File: src/rtl/mem_stage_lsu_if.sv
// Shared types and the data-cache bus used by the MEM-stage load/store unit.
//   rv32i_control_word : subset of the EX/MEM control word seen by the LSU
//   rv32i_mem_wmask    : per-byte write enables
//   mem_stage_lsu_if   : request/response bus between the LSU (master) and
//                        the data cache (slave)
//     d_cache_read/write : registered request strobes, held until d_cache_resp
//     d_cache_addr       : word-aligned byte address
//     d_cache_wdata      : store data already shifted into its byte lanes
//     d_cache_wmask      : byte enables for stores
//     d_cache_resp       : one-cycle completion pulse from the cache
//     d_cache_rdata      : full read word, valid with d_cache_resp
package mem_stage_lsu_pkg;

  typedef struct packed {
    logic       d_cache_read;
    logic       d_cache_write;
    logic [2:0] funct3;
  } rv32i_control_word;

  typedef logic [3:0] rv32i_mem_wmask;

endpackage

interface mem_stage_lsu_if;
  import mem_stage_lsu_pkg::*;

  logic           d_cache_read;
  logic           d_cache_write;
  logic [31:0]    d_cache_addr;
  logic [31:0]    d_cache_wdata;
  rv32i_mem_wmask d_cache_wmask;
  logic           d_cache_resp;
  logic [31:0]    d_cache_rdata;

  modport master (
    output d_cache_read, d_cache_write, d_cache_addr, d_cache_wdata, d_cache_wmask,
    input  d_cache_resp, d_cache_rdata
  );

  modport slave (
    input  d_cache_read, d_cache_write, d_cache_addr, d_cache_wdata, d_cache_wmask,
    output d_cache_resp, d_cache_rdata
  );

endinterface

File: src/rtl/mem_stage_lsu.sv
// MEM-stage load/store unit for the 5-stage RV32I pipeline. Issues one
// data-cache access per load/store, holds the pipeline until the cache
// responds, and hands the extended load result to MEM/WB.
//
// Ports
//   clk, rst       : clock; synchronous active-high reset
//   in_valid       : EX/MEM holds a live instruction
//   ctrl           : its control word (read/write strobes, funct3 width/sign)
//   alu_out        : effective byte address
//   rs2_data       : store source data
//   flush          : kill the instruction currently held in MEM
//   dbus           : data-cache request/response bus (master side)
//   stall_mem      : freeze IF..MEM pipeline registers
//   load_data      : extended load result for writeback
//   result_valid   : op completed this cycle and was not flushed
//   misaligned     : current op is misaligned; nothing is issued for it
//   mem_timeout    : sticky watchdog flag (TIMEOUT BUSY cycles without resp)
//   stall_count    : wrapping count of cycles with stall_mem=1
//
// state | meaning
// ------+-------------------------------------------------------------
// IDLE  | no access outstanding; accepts a new aligned load/store
// BUSY  | request on the bus, waiting for d_cache_resp
// DONE  | result presented for one cycle while the pipeline advances
module mem_stage_lsu
  import mem_stage_lsu_pkg::*;
#(
  parameter int TIMEOUT     = 0,
  parameter int STALL_CNT_W = 32
) (
  input  logic                   clk,
  input  logic                   rst,
  input  logic                   in_valid,
  input  rv32i_control_word      ctrl,
  input  logic [31:0]            alu_out,
  input  logic [31:0]            rs2_data,
  input  logic                   flush,
  mem_stage_lsu_if.master        dbus,
  output logic                   stall_mem,
  output logic [31:0]            load_data,
  output logic                   result_valid,
  output logic                   misaligned,
  output logic                   mem_timeout,
  output logic [STALL_CNT_W-1:0] stall_count
);

  localparam logic [1:0] IDLE = 2'd0;
  localparam logic [1:0] BUSY = 2'd1;
  localparam logic [1:0] DONE = 2'd2;

  logic [1:0]     state;
  logic           req_read;
  logic           req_write;
  logic [31:0]    req_addr;
  logic [31:0]    req_wdata;
  rv32i_mem_wmask req_wmask;
  logic [1:0]     op_off;
  logic [2:0]     op_funct3;
  logic [31:0]    load_q;
  logic           killed_q;

  logic           is_mem;
  logic           mis_raw;
  logic           mem_op;
  logic           killed;
  rv32i_mem_wmask wmask_next;
  logic [31:0]    wdata_next;

  // Lane select then sign/zero extension; funct3[2] marks the unsigned forms.
  function automatic logic [31:0] extend_load(input logic [2:0]  funct3,
                                              input logic [1:0]  off,
                                              input logic [31:0] rdata);
    logic [31:0] lane;
    logic [31:0] res;
    lane = rdata >> {off, 3'b000};
    case (funct3)
      3'b000:  res = {{24{lane[7]}}, lane[7:0]};
      3'b001:  res = {{16{lane[15]}}, lane[15:0]};
      3'b100:  res = {24'b0, lane[7:0]};
      3'b101:  res = {16'b0, lane[15:0]};
      default: res = rdata;
    endcase
    return res;
  endfunction

  always_comb begin
    mis_raw    = 1'b0;
    wmask_next = 4'b1111;
    case (ctrl.funct3[1:0])
      2'b00: begin
        mis_raw    = 1'b0;
        wmask_next = 4'b0001 << alu_out[1:0];
      end
      2'b01: begin
        mis_raw    = alu_out[0];
        wmask_next = 4'b0011 << {alu_out[1], 1'b0};
      end
      default: begin
        mis_raw    = |alu_out[1:0];
        wmask_next = 4'b1111;
      end
    endcase
  end

  assign wdata_next = rs2_data << {alu_out[1:0], 3'b000};
  assign is_mem     = in_valid & (ctrl.d_cache_read | ctrl.d_cache_write);
  assign misaligned = is_mem & mis_raw;
  assign mem_op     = is_mem & ~flush & ~misaligned;

  // A flush arriving in DONE kills the result in the same cycle.
  assign killed = killed_q | (flush & ((state == BUSY) | (state == DONE)));

  assign stall_mem    = ((state == IDLE) & mem_op) | (state == BUSY);
  assign result_valid = (state == DONE) & ~killed;
  assign load_data    = misaligned ? 32'b0 : load_q;

  assign dbus.d_cache_read  = req_read;
  assign dbus.d_cache_write = req_write;
  assign dbus.d_cache_addr  = req_addr;
  assign dbus.d_cache_wdata = req_wdata;
  assign dbus.d_cache_wmask = req_wmask;

  always_ff @(posedge clk) begin
    if (rst) begin
      state     <= IDLE;
      req_read  <= 1'b0;
      req_write <= 1'b0;
      req_addr  <= 32'b0;
      req_wdata <= 32'b0;
      req_wmask <= 4'b0;
      op_off    <= 2'b0;
      op_funct3 <= 3'b0;
      load_q    <= 32'b0;
      killed_q  <= 1'b0;
    end else begin
      case (state)
        IDLE: begin
          killed_q <= 1'b0;
          if (mem_op) begin
            req_read  <= ctrl.d_cache_read;
            // Read wins if both strobes are set, so the bus never sees both.
            req_write <= ctrl.d_cache_write & ~ctrl.d_cache_read;
            req_addr  <= {alu_out[31:2], 2'b00};
            req_wdata <= wdata_next;
            req_wmask <= wmask_next;
            op_off    <= alu_out[1:0];
            op_funct3 <= ctrl.funct3;
            state     <= BUSY;
          end
        end
        BUSY: begin
          if (flush) killed_q <= 1'b1;
          // The cache cannot abort, so a killed access still waits for resp.
          if (dbus.d_cache_resp) begin
            req_read  <= 1'b0;
            req_write <= 1'b0;
            if (req_read) load_q <= extend_load(op_funct3, op_off, dbus.d_cache_rdata);
            state <= DONE;
          end
        end
        DONE: begin
          // The op still sitting in EX/MEM is the one just finished; never re-issue it.
          killed_q <= 1'b0;
          state    <= IDLE;
        end
        default: begin
          killed_q <= 1'b0;
          state    <= IDLE;
        end
      endcase
    end
  end

  always_ff @(posedge clk) begin
    if (rst) stall_count <= '0;
    else if (stall_mem) stall_count <= stall_count + STALL_CNT_W'(1);
  end

  generate
    if (TIMEOUT > 0) begin : g_wd
      localparam int WD_W = (TIMEOUT > 1) ? $clog2(TIMEOUT) : 1;
      logic [WD_W-1:0] wd_left;
      logic            wd_flag;
      logic            wd_tc;

      // wd_left reaches zero in the TIMEOUT-th consecutive BUSY cycle.
      assign wd_tc       = (state == BUSY) && (wd_left == '0);
      assign mem_timeout = wd_flag | wd_tc;

      always_ff @(posedge clk) begin
        if (rst) begin
          wd_left <= '0;
          wd_flag <= 1'b0;
        end else begin
          if (state != BUSY) wd_left <= WD_W'(TIMEOUT - 1);
          else if (wd_left != '0) wd_left <= wd_left - WD_W'(1);
          if (wd_tc) wd_flag <= 1'b1;
        end
      end
    end else begin : g_no_wd
      assign mem_timeout = 1'b0;
    end
  endgenerate

endmodule

File: src/flat_wrapper.sv
// flat-port wrapper written by rule: the top's interface ports become plain ports
module mem_stage_lsu_flat import mem_stage_lsu_pkg::*;
#(
  parameter int TIMEOUT     = 0,
  parameter int STALL_CNT_W = 32
)
  (clk, rst, in_valid, ctrl, alu_out, rs2_data, flush, stall_mem, load_data, result_valid, misaligned, mem_timeout, stall_count, dbus_d_cache_read, dbus_d_cache_write, dbus_d_cache_addr, dbus_d_cache_wdata, dbus_d_cache_wmask, dbus_d_cache_resp, dbus_d_cache_rdata);
  mem_stage_lsu_if dbus_i ();
  input  logic clk;
  input  logic rst;
  input  logic in_valid;
  input  rv32i_control_word ctrl;
  input  logic [31:0] alu_out;
  input  logic [31:0] rs2_data;
  input  logic flush;
  output logic stall_mem;
  output logic [31:0] load_data;
  output logic result_valid;
  output logic misaligned;
  output logic mem_timeout;
  output logic [STALL_CNT_W-1:0] stall_count;
  output wire logic [$bits(dbus_i.d_cache_read)-1:0] dbus_d_cache_read;
  output wire logic [$bits(dbus_i.d_cache_write)-1:0] dbus_d_cache_write;
  output wire logic [$bits(dbus_i.d_cache_addr)-1:0] dbus_d_cache_addr;
  output wire logic [$bits(dbus_i.d_cache_wdata)-1:0] dbus_d_cache_wdata;
  output wire logic [$bits(dbus_i.d_cache_wmask)-1:0] dbus_d_cache_wmask;
  input wire logic [$bits(dbus_i.d_cache_resp)-1:0] dbus_d_cache_resp;
  input wire logic [$bits(dbus_i.d_cache_rdata)-1:0] dbus_d_cache_rdata;
  assign dbus_d_cache_read = dbus_i.d_cache_read;
  assign dbus_d_cache_write = dbus_i.d_cache_write;
  assign dbus_d_cache_addr = dbus_i.d_cache_addr;
  assign dbus_d_cache_wdata = dbus_i.d_cache_wdata;
  assign dbus_d_cache_wmask = dbus_i.d_cache_wmask;
  assign dbus_i.d_cache_resp = dbus_d_cache_resp;
  assign dbus_i.d_cache_rdata = dbus_d_cache_rdata;
  mem_stage_lsu #(.TIMEOUT(TIMEOUT), .STALL_CNT_W(STALL_CNT_W)) u_core (.clk(clk), .rst(rst), .in_valid(in_valid), .ctrl(ctrl), .alu_out(alu_out), .rs2_data(rs2_data), .flush(flush), .dbus(dbus_i), .stall_mem(stall_mem), .load_data(load_data), .result_valid(result_valid), .misaligned(misaligned), .mem_timeout(mem_timeout), .stall_count(stall_count));
endmodule
File: config.mk
export PLATFORM = sky130hd
export DESIGN_NAME = mem_stage_lsu_flat
export DESIGN_NICKNAME = d
export VERILOG_FILES = /design/src/rtl/mem_stage_lsu_if.sv /design/src/rtl/mem_stage_lsu.sv /design/src/flat_wrapper.sv
export SDC_FILE = /design/constraint.sdc
export NUM_CORES = 1
export LEC_CHECK = 0
export CAP_MARGIN = 20
export CORE_MARGIN = 3
export CORE_UTILIZATION = 43
export CTS_CLUSTER_DIAMETER = 80
export DETAILED_ROUTE_END_ITERATION = 10
export PLACE_DENSITY = 0.86
export SYNTH_ARGS = -nofsm -noshare
export SYNTH_HDL_FRONTEND = slang
export SYNTH_SLANG_ARGS = --single-unit
File: constraint.sdc
create_clock -name clk -period 4.1 [get_ports clk]
set_input_delay 0.82 -clock clk [delete_from_list [all_inputs] [get_ports clk]]
set_output_delay 0.82 -clock clk [all_outputs]
set_load 0.1 [all_outputs]
==> metrics.cfg <==
[critical_path]
path_delay_family=buffers and inverters
max_stage_delay_ns=0.53
cp_slowest_cell=o21ai_0
cp_max_fo=33
cp.buffers_inverters=3
start_kind=input pin
end_kind=output port
path_depth=6
crit_arrival_ns=2.67
rr_worst_depth=8
timing.critical_path.cells=clkdlybuf4s50_1 > o21ai_0 > a21oi_2 > buf_4 > nor2b_1 > buf_12
crit_type=input pin to output port
worst_ep_required_time_ns=3.28

[flow_run]
cap_violations=0

[clock_tree]
clock_latency_ns=0.42
ctsResizeCount=0
clockRootBuffer=clkbuf_16
clock-sinks=140
cts_buffer_depth=2
path_clk_slew_ns=0.06
ctsHtreeMaxLevel=4
holdBufCountCts=0
postCtsSetupBuffers=0
cts_tree=yes
cts_made_buffers=17

[floorplanning]
die_h_um=129
pin_count=244
start_util_pct=44.3
die_w_um=129
die-area_um2=16600
num_rows=44
coreArea_um2=14600

[layout]
syn_to_final_growth_pct=53.4
final_nets=1149
antennaDiodeCount=0
drive_gt1_share_pct=8.47

[grt]
grt_antenna_before_repair=0
gr-total-overflow=0
use_met2_pct=38.2
use_met1_pct=30.4
grt_pass1_wl_um=31500
grt_util_met3_pct=7.68
grt_max_degree=82
grt_pass1_vias=5998
grt_util_all_layers_pct=23.7
grt-busiest-layer=met2

[route]
drt_first_iter_violations=574
dr.pass1.iters=5
drt_wl_total_um=20400
drc=0
vias=6692
wire_per_inst_um=16.6
ant_nets=0
viasPerCell=5.42

[sta]
slew_headroom_pct=31.3
tightest_slew_ns=1.03
setup_viol=0
post-route-period-util_pct=85.1
finalSetupTns_ns=0
fin_skew_ns=0.0110
min_period_ns=3.49
hold_violations=0
holdWs_ns=0.452
maxSlewViolCount=0
max_clock_freq_ghz=0.287
rsz0062_at_grt=false

[run_status]
status=finished, final reports clean

[logic_synthesis]
ys_types=44
yosys_register_bits=140
yosysTopAreaCell=dfxtp_1
synth-edff-count=0
synthArstFlopShare_pct=0
syn_area_um2=6490
synth.most_common_cell=dfxtp_1
ys_top_cells_by_area=dfxtp_1, nand2_1, a21oi_1
synth.yosys.warnings=0
synth_commonest_cells=dfxtp_1, nand2_1, nor2_1, a21oi_1, clkbuf_1
ys_seq_area_share_pct=43.2
synthFlopType=dfxtp_1
yosys.area.top_type_share_pct=43.2
avgSynthCellArea_um2=7.81
syn_inst=831

[power]
p_leak_uw=0.00342
vdd_drop_max_v=0.000329
powerDensity_nw_per_um2=423

[placement]
gp_congestion=0.864
hpwl_um=14400
io_buffers=240

[worst_hold_path]
worstHoldPathType=flop to flop
min_path_cells=2

[logic make-up (layout without fill, tap and decap cells)]
group | count (synthesis) | after routing | share of synthesized area [%]
AOI/OAI and AO/OA | 188 | 188 | 17.3
xor gates and xnor gates | 23 | 23 | 3.10
adders and majority gates | 5 | 5 | 0.964
buffers and inverters | 76 | 294 | 4.70
DFF | 140 | 140 | 43.2
muxes | 28 | 28 | 4.51
other | 1 | 3 | 0.0578
and+or+nand+nor | 370 | 370 | 26.2
[per-stage QoR]
stage                     setup slack, ns  area [um^2]  cells  power [uW]  util [%]
after floorplan                    -0.229         6500    833        2230         -
after global placement              0.702         9330   1203        2570      63.7
after detailed placement            0.663         9330   1203        2590      63.7
after CTS                           0.654         9960   1235        4230      68.0
after global routing                0.554         9960   1235        4370      68.0
final                               0.611         9960   1235        4210      68.0
[sequential cells by signal, summed over array words and instances, names as in the netlist]
name,count
u_core.load_q,32
u_core.stall_count,32
u_core.op_off,2
u_core.op_funct3,3
u_core.dbus.d_cache_read,1
u_core.state,2
u_core.dbus.d_cache_write,1
u_core.dbus.d_cache_wmask,4
u_core.dbus.d_cache_wdata,32
u_core.dbus.d_cache_addr,30
u_core.killed_q,1
[cell type report]
| cell class | count | area, um^2 |
|---|---|---|
| inverters | 12 | 45.0 |
| clock buffers | 19 | 443 |
| clock inverters | 13 | 189 |
| fillers | 1129 | 4690 |
| repair buffers | 250 | 2840 |
| well taps | 184 | 230 |
| flip-flops and latches | 140 | 2800 |
| multi-input cells | 617 | 3410 |
[layer usage]
| metal | wire (um) | part of all wire (%) | vias up |
|---|---|---|---|
| met5 | 0 | 0 | - |
| met4 | 434 | 2.1 | 0 |
| met3 | 1720 | 8.4 | 31 |
| met2 | 9760 | 48 | 299 |
| met1 | 8530 | 42 | 3085 |
| li1 | - | - | 3277 |
[final timing paths]
kind                                                to  slack [ns]                                       from
max                                      load_data[15]        0.61                                    ctrl[4]
min          u_core.dbus.d_cache_addr[31]$_SDFFE_PP0P_        0.45  u_core.dbus.d_cache_addr[31]$_SDFFE_PP0P_
max reg2reg        u_core.stall_count[26]$_SDFFE_PP0P_        1.56               u_core.state[1]$_SDFFE_PP0P_
min reg2reg  u_core.dbus.d_cache_addr[31]$_SDFFE_PP0P_        0.45  u_core.dbus.d_cache_addr[31]$_SDFFE_PP0P_
[cell usage in the layout, fill, tap and decap left out, drive strengths merged, types with 5 or more instances in the layout]
cell type      Yosys  layout
clkdlybuf4s50      0     204
dfxtp            140     140
nand2            131     131
nor2             102     102
a21oi             94      94
buf               14      46
nor2b             44      44
a211oi            44      44
o21ai             31      31
mux2i             27      27
nor3              27      27
clkbuf            50      19
nand3             18      18
xnor2             17      17
nand4             14      14
inv               12      14
nor4               9       9
o221ai             8       8
xor2               6       6
and3               5       5
ha                 5       5
clkinvlp           0       5
or3                5       5
[where the power goes]
group,leakage (uW),switching (uW),internal (uW)
Clock,0.000292,605,1040
Sequential,0.00113,47.7,1420
Combinational,0.00200,756,342
[worst register-to-register path, cell delays in order, from the launching register on]
cell and delay, ns:
dfxtp_1 0.33, inv_1 0.11, ha_1 0.26, nor2b_1 0.23, a41oi_2 0.23, inv_1 0.41
and3_1 0.32, or4b_1 0.45, a21oi_1 0.14
Note: power is estimated with default switching activity, not from simulation.
